===== config.mk =====
export PLATFORM = sky130hd
export DESIGN_NAME = fp_div_iter
export DESIGN_NICKNAME = d
export VERILOG_FILES = /design/src/rtl/fp_div_pkg.sv /design/src/rtl/fp_div_classify.sv /design/src/rtl/fp_div_iter.sv
export SDC_FILE = /design/constraint.sdc
export NUM_CORES = 1
export LEC_CHECK = 0
export ABC_AREA = 1
export CORE_MARGIN = 1.5
export CORE_UTILIZATION = 30
export DETAILED_ROUTE_END_ITERATION = 12
export DONT_BUFFER_PORTS = 1
export PLACE_DENSITY_LB_ADDON = 0.15
export SLEW_MARGIN = 20
export SYNTH_ARGS = -nofsm -noshare
export SYNTH_HDL_FRONTEND = slang
export SYNTH_HIERARCHICAL = 1
export SYNTH_SLANG_ARGS = --single-unit

===== constraint.sdc =====
create_clock -name clk -period 2.55 [get_ports clk]
set_input_delay 0.1275 -clock clk [delete_from_list [all_inputs] [get_ports clk]]
set_output_delay 0.1275 -clock clk [all_outputs]
set_load 0.005 [all_outputs]

===== src/rtl/fp_div_pkg.sv =====
// Shared types and encodings for the iterative floating-point divider.
// Rounding mode selected by FP_DIV_ROUND_NEAREST_EN (default: truncate).
package fp_div_pkg;

  typedef enum logic [1:0] {
    IDLE,
    DIVIDE,
    NORM,
    DONE
  } state_t;

  localparam int FLG_INV = 3;
  localparam int FLG_DBZ = 2;
  localparam int FLG_OVF = 1;
  localparam int FLG_UNF = 0;

  function automatic int bias(input int ew);
    return (1 << (ew - 1)) - 1;
  endfunction

  // Encodings are built 64 bits wide; callers size-cast to their word.
  function automatic logic [63:0] qnan_enc(input int ew, input int mw);
    logic [63:0] v;
    v = (((64'd1 << ew) - 64'd1) << mw) | (64'd1 << (mw - 1));
    return v;
  endfunction

  function automatic logic [63:0] inf_enc(
    input logic s,
    input int   ew,
    input int   mw
  );
    logic [63:0] v;
    v = (64'(s) << (ew + mw)) | (((64'd1 << ew) - 64'd1) << mw);
    return v;
  endfunction

  function automatic logic [63:0] zero_enc(
    input logic s,
    input int   ew,
    input int   mw
  );
    logic [63:0] v;
    v = 64'(s) << (ew + mw);
    return v;
  endfunction

endpackage


===== src/rtl/fp_div_classify.sv =====
// Operand decoder: zero/inf/nan class, sign, exponent, mantissa.
// Subnormals are reported as zero.
module fp_div_classify
  import fp_div_pkg::*;
#(
  parameter int EXP_W = 8,
  parameter int MAN_W = 23
) (
  input  logic [EXP_W+MAN_W:0] x,
  output logic                 is_zero,
  output logic                 is_inf,
  output logic                 is_nan,
  output logic                 sign,
  output logic [EXP_W-1:0]     exp,
  output logic [MAN_W:0]       man
);

  logic exp_ones;
  logic exp_zero;
  logic frac_zero;

  assign sign      = x[EXP_W+MAN_W];
  assign exp       = x[EXP_W+MAN_W-1:MAN_W];
  assign exp_ones  = &exp;
  assign exp_zero  = ~|exp;
  assign frac_zero = ~|x[MAN_W-1:0];

  assign is_zero = exp_zero;
  assign is_inf  = exp_ones & frac_zero;
  assign is_nan  = exp_ones & ~frac_zero;
  assign man     = {1'b1, x[MAN_W-1:0]};

endmodule


===== src/rtl/fp_div_iter.sv =====
// Iterative radix-2 restoring floating-point divider with valid/ready ports.
// Define FP_DIV_ROUND_NEAREST_EN for round-to-nearest-even; else truncate.
module fp_div_iter
  import fp_div_pkg::*;
#(
  parameter int EXP_W = 8,
  parameter int MAN_W = 23
) (
  input  logic                 clk,
  input  logic                 rst_n,
  input  logic                 in_valid,
  output logic                 in_ready,
  input  logic [EXP_W+MAN_W:0] a,
  input  logic [EXP_W+MAN_W:0] b,
  output logic                 out_valid,
  input  logic                 out_ready,
  output logic [EXP_W+MAN_W:0] result,
  output logic [3:0]           flags
);

  localparam int W  = 1 + EXP_W + MAN_W;
  localparam int QW = MAN_W + 3;
  localparam int XW = EXP_W + 2;
  localparam int CW = $clog2(QW);

  localparam logic signed [XW-1:0] BIAS = XW'(bias(EXP_W));
  localparam logic signed [XW-1:0] EMAX = XW'((1 << EXP_W) - 1);
  localparam logic signed [XW-1:0] ONE  = XW'(1);
  localparam logic [W-1:0] QNAN = W'(qnan_enc(EXP_W, MAN_W));

`ifdef FP_DIV_ROUND_NEAREST_EN
  localparam logic RNE = 1'b1;
`else
  localparam logic RNE = 1'b0;
`endif

  logic             zero_a, inf_a, nan_a, sign_a;
  logic             zero_b, inf_b, nan_b, sign_b;
  logic [EXP_W-1:0] exp_a, exp_b;
  logic [MAN_W:0]   man_a, man_b;

  fp_div_classify #(.EXP_W(EXP_W), .MAN_W(MAN_W)) u_cls_a (
    .x       (a),
    .is_zero (zero_a),
    .is_inf  (inf_a),
    .is_nan  (nan_a),
    .sign    (sign_a),
    .exp     (exp_a),
    .man     (man_a)
  );

  fp_div_classify #(.EXP_W(EXP_W), .MAN_W(MAN_W)) u_cls_b (
    .x       (b),
    .is_zero (zero_b),
    .is_inf  (inf_b),
    .is_nan  (nan_b),
    .sign    (sign_b),
    .exp     (exp_b),
    .man     (man_b)
  );

  state_t state_q, state_d;

  logic [MAN_W+1:0]       rem_q;
  logic [MAN_W:0]         div_q;
  logic [QW-1:0]          quo_q;
  logic [CW-1:0]          cnt_q;
  logic signed [XW-1:0]   exp_q;
  logic                   sign_q;
  logic [W-1:0]           result_q;
  logic [3:0]             flags_q;

  logic accept;
  logic special;
  logic sign_n;
  logic last;

  assign in_ready  = (state_q == IDLE);
  assign out_valid = (state_q == DONE);
  assign result    = result_q;
  assign flags     = flags_q;
  assign accept    = in_valid & in_ready;
  assign sign_n    = sign_a ^ sign_b;
  assign special   = zero_a | inf_a | nan_a | zero_b | inf_b | nan_b;
  assign last      = (cnt_q == CW'(QW - 1));

  logic [W-1:0] spec_res;
  logic [3:0]   spec_flg;

  always_comb begin
    spec_res = W'(zero_enc(sign_n, EXP_W, MAN_W));
    spec_flg = '0;
    if (nan_a | nan_b | (zero_a & zero_b) | (inf_a & inf_b)) begin
      spec_res          = QNAN;
      spec_flg[FLG_INV] = 1'b1;
    end else if (inf_a) begin
      spec_res = W'(inf_enc(sign_n, EXP_W, MAN_W));
    end else if (zero_b) begin
      spec_res          = W'(inf_enc(sign_n, EXP_W, MAN_W));
      spec_flg[FLG_DBZ] = 1'b1;
    end
  end

  // One restoring step: subtract if it fits, then shift the remainder.
  logic [MAN_W+2:0] diff;
  logic             q_bit;
  logic [MAN_W+1:0] rem_nx;

  assign diff   = {1'b0, rem_q} - {2'b00, div_q};
  assign q_bit  = ~diff[MAN_W+2];
  assign rem_nx = q_bit ? diff[MAN_W+1:0] : rem_q;

  logic                 lead;
  logic [QW-1:0]        qn;
  logic signed [XW-1:0] en;
  logic signed [XW-1:0] er;
  logic                 sticky;
  logic                 inc;
  logic [MAN_W+1:0]     mant_r;
  logic                 carry;
  logic [MAN_W-1:0]     frac;
  logic [W-1:0]         norm_res;
  logic [3:0]           norm_flg;

  assign lead   = quo_q[QW-1];
  assign qn     = lead ? quo_q : {quo_q[QW-2:0], 1'b0};
  assign en     = lead ? exp_q : exp_q - ONE;
  assign sticky = |rem_q;
  assign inc    = RNE & qn[1] & (qn[0] | sticky | qn[2]);
  assign mant_r = {1'b0, qn[QW-1:2]} + {{(MAN_W+1){1'b0}}, inc};
  assign carry  = mant_r[MAN_W+1];
  assign frac   = carry ? mant_r[MAN_W:1] : mant_r[MAN_W-1:0];
  assign er     = en + $signed({{(XW-1){1'b0}}, carry});

  always_comb begin
    norm_res = {sign_q, er[EXP_W-1:0], frac};
    norm_flg = '0;
    if (er >= EMAX) begin
      norm_res          = W'(inf_enc(sign_q, EXP_W, MAN_W));
      norm_flg[FLG_OVF] = 1'b1;
    end else if (er <= $signed(XW'(0))) begin
      norm_res          = W'(zero_enc(sign_q, EXP_W, MAN_W));
      norm_flg[FLG_UNF] = 1'b1;
    end
  end

  always_comb begin
    state_d = state_q;
    unique case (state_q)
      IDLE:   if (accept) state_d = special ? DONE : DIVIDE;
      DIVIDE: if (last) state_d = NORM;
      NORM:   state_d = DONE;
      DONE:   if (out_ready) state_d = IDLE;
      default: state_d = IDLE;
    endcase
  end

  always_ff @(posedge clk or negedge rst_n) begin
    if (!rst_n) state_q <= IDLE;
    else        state_q <= state_d;
  end

  always_ff @(posedge clk or negedge rst_n) begin
    if (!rst_n) begin
      rem_q    <= '0;
      div_q    <= '0;
      quo_q    <= '0;
      cnt_q    <= '0;
      exp_q    <= '0;
      sign_q   <= 1'b0;
      result_q <= '0;
      flags_q  <= '0;
    end else if (accept) begin
      rem_q  <= {1'b0, man_a};
      div_q  <= man_b;
      quo_q  <= '0;
      cnt_q  <= '0;
      exp_q  <= $signed({2'b00, exp_a}) - $signed({2'b00, exp_b}) + BIAS;
      sign_q <= sign_n;
      if (special) begin
        result_q <= spec_res;
        flags_q  <= spec_flg;
      end
    end else if (state_q == DIVIDE) begin
      rem_q <= rem_nx << 1;
      quo_q <= {quo_q[QW-2:0], q_bit};
      cnt_q <= cnt_q + CW'(1);
    end else if (state_q == NORM) begin
      result_q <= norm_res;
      flags_q  <= norm_flg;
    end
  end

endmodule


==> results.cfg <==
[outcome]
status = finished with violations
violations = negative hold slack

[setup_path]
required_ns = 2.84
critical_path_arrival_ns = 2.67
crit_path_end_kind = flop
crit_slowest_cell = dfrtp_1
worst_path_largest_cell_delay_ns = 0.40
cp_top_family = compound AO/OA/AOI/OAI gates
critPathMaxFanout = 29
worstPathCellList = ha_1 -> a21oi_1 -> nand2_2 -> nand2_1 -> nand2_1 -> a21o_1 -> nand2_2 -> nand2_4 -> buf_12 -> o21ai_0 -> o21bai_1
critPathKind = flop to flop
start_kind = flop
cp_num_buf_inv = 1

[yosys]
synthFlopType = dfrtp_1
syn-num-nets = 1354
netlist_area_mm2 = 0.00900
yosysSeqAreaShare = 0.358
synthArstFlopShare = 1.00
avgSynthCellArea_um2 = 7.24
synth_cell_types = 47
synth_edf_count = 0
ys_ff_latch = 129
syn_inst = 1244
ys_warn_count = 6

[floorplanning]
die_area_mm2 = 0.0311
start_util = 0.305
io-pin-count = 106
fp-row-count = 63
core_area_mm2 = 0.0296
die_x_um = 176
die_y_um = 176

[final_layout]
multi_input_area_mm2 = 0.00450
fin_util = 0.342
nNetsFinal = 1341
fillerInstances = 3288
register_area_mm2 = 0.00323
design_area_mm2 = 0.0101
stdcell_count = 1634
layout_commonest_cell = nand2_1
syn2layout_area_growth_pct = 12.4
num_antenna_cells = 0
drive_above_1_share = 0.0860
mostFrequentLayoutCells = 341 x nand2_1, 155 x inv_1, 129 x dfrtp_1, 96 x o21ai_0, 96 x nor2_1

[timing]
period_minus_slack_ns = 2.38
finalSetupViolCount = 0
relSlewSlack = 0.555
tightest_slew_ns = 0.668
hold_viol = 129
finalMaxSlewViolations = 0
hold_slack_ns = -0.602
setup_slack_ns = 0.172
fmax_mhz = 420
min_period_over_period = 0.933
fin_skew_ns = 0.0177

[global_route]
grt_overflow = 0
first_global_vias = 7816
grt_pass1_wl_mm = 40.4
track_usage = 0.164
antenna_found_initial = 0
grt_start_max_net_pins = 130

[pwr]
p_int_w = 0.00716
power_density_mw_per_mm2 = 1350
comb_power_share = 0.580
leakage_nw = 4.78
sw_frac_of_total = 0.477
pwr-share-clk = 0.184
p_total_w = 0.0137
seqPwrFrac = 0.236
irDropWorstVdd_mv = 0.526
p_sw_w = 0.00654

[clock_network]
cts.hold.buffers_added = 48
htree_levels = 4
cts.sinks = 129
cts_root_buffer = clkbuf_16
cts_max_path_buffers = 2
cts_buffers = 17
cts_tree = yes
clk_latency_ns = 0.43
clk_pin_slew_ns = 0.07

[job]
max_cap_violations = 0

[place]
gp_congestion = 0.874
dp_cells = 1553
placed_area_mm2 = 0.00902
dp_hpwl_mm = 17.6
post-place-ws_ns = 0.114
port_buffers = 0

[routing]
routed_wl_mm = 24.3
drc_errors = 0
drt_iter0_drc = 393
ant_nets = 0
num_vias = 7595
wire_per_inst_um = 14.9
drt-pass1-iter-count = 7
viasPerCell = 4.65

[hold_path]
hold_class = input port to async pin
power by group through the flow:
stage	sequential [W]	combinational, W	clock, W
floorplan	0.00312	0.00594	0
global route	0.00333	0.00914	0.00267
CTS	0.00323	0.00793	0.00260
detailed placement	0.00326	0.00783	0
finish	0.00323	0.00794	0.00252
global placement	0.00326	0.00786	0
worst reg2reg max path, delay by kind of cell (launching register included):
family / cells / cell delay (ns)
and+or+nand+nor: 5 / 0.57
adders and majority gates: 1 / 0.37
buffers and inverters: 1 / 0.18
DFF: 1 / 0.40
AOI/OAI and AO/OA: 4 / 0.72
layer usage:
layer  global-route usage  wire length [µm]  up-vias
li1                     -                 -     3919
met1                0.211             11600     3517
met2                0.275             11300      140
met3               0.0370              1090       19
met4               0.0424               378        0
met5                    0                 0        -
path summary, 6_finish.rpt:
path	from	endpoint	slack, ns	cells past startpoint
min in group clk	b[28]	flags[2]	0.02	4
max in group asynchronous	rst_n	rem_q[22]	2.98	0
worst max register to register	rem_q[2]	rem_q[3]	0.17	11
worst min-delay path	rst_n	result[8]	-0.60	0
worst min register to register	sign_q	sign_q	0.48	2
worst max-delay path	rem_q[2]	rem_q[3]	0.17	11
sequential cells by signal, indices dropped and copies added (netlist names):
signal,count
state_q,2
rem_q,25
div_q,24
result,32
cnt_q,5
sign_q,1
flags,4
exp_q,10
quo_q,26
through the flow:
step           hold WS [ns]  TNS, ns
4_1_cts              -0.623        0
3_3_place_gp         -0.162        0
3_5_place_dp         -0.162        0
6_report             -0.602        0
2_1_floorplan        -0.168        0
5_1_grt              -0.627  -0.0320
synth_stat cells (5+ instances only):
| cell | instances | share of area |
|---|---|---|
| o22ai_1 | 26 | 0.018 |
| nand3_1 | 65 | 0.036 |
| a21oi_1 | 43 | 0.024 |
| nor2_1 | 97 | 0.040 |
| buf_4 | 66 | 0.055 |
| buf_6 | 7 | 0.0088 |
| xnor2_1 | 11 | 0.011 |
| xor2_1 | 6 | 0.0058 |
| dfrtp_1 | 129 | 0.36 |
| o21ai_2 | 20 | 0.019 |
| o21ai_0 | 97 | 0.054 |
| nand2_1 | 342 | 0.14 |
| buf_2 | 5 | 0.0028 |
| nor3_1 | 9 | 0.0050 |
| o211ai_1 | 5 | 0.0042 |
| inv_1 | 156 | 0.065 |
| a22o_1 | 11 | 0.011 |
| ha_1 | 40 | 0.056 |
| clkbuf_1 | 25 | 0.010 |
| nand4_1 | 13 | 0.0090 |
| o21bai_1 | 12 | 0.010 |
repair_timing:
action	4_1_cts	5_1_grt
setup endpoints to repair	0	18
buffers inserted	0	0
endpoints found under the hold margin	176	129
gates resized for setup	0	4
area by class of cell:
type | count | share of cell area
timing repair buffer | 72 | 0.0702
multi-input combinational | 851 | 0.444
inverter | 160 | 0.0597
sequential | 129 | 0.319
clock inverter | 13 | 0.0147
tap | 390 | 0.0482
clock buffer | 19 | 0.0438
cell families after synthesis:
kind of cell	count (synthesis)	synth area share
muxes	1	0.00111
AOI/OAI and AO/OA	231	0.154
adders and majority gates	42	0.0600
xor gates and xnor gates	17	0.0165
DFF	129	0.358
buffers and inverters	265	0.145
other	2	0.000834
and+or+nand+nor	557	0.264
Note: power is estimated with default switching activity, not from simulation.
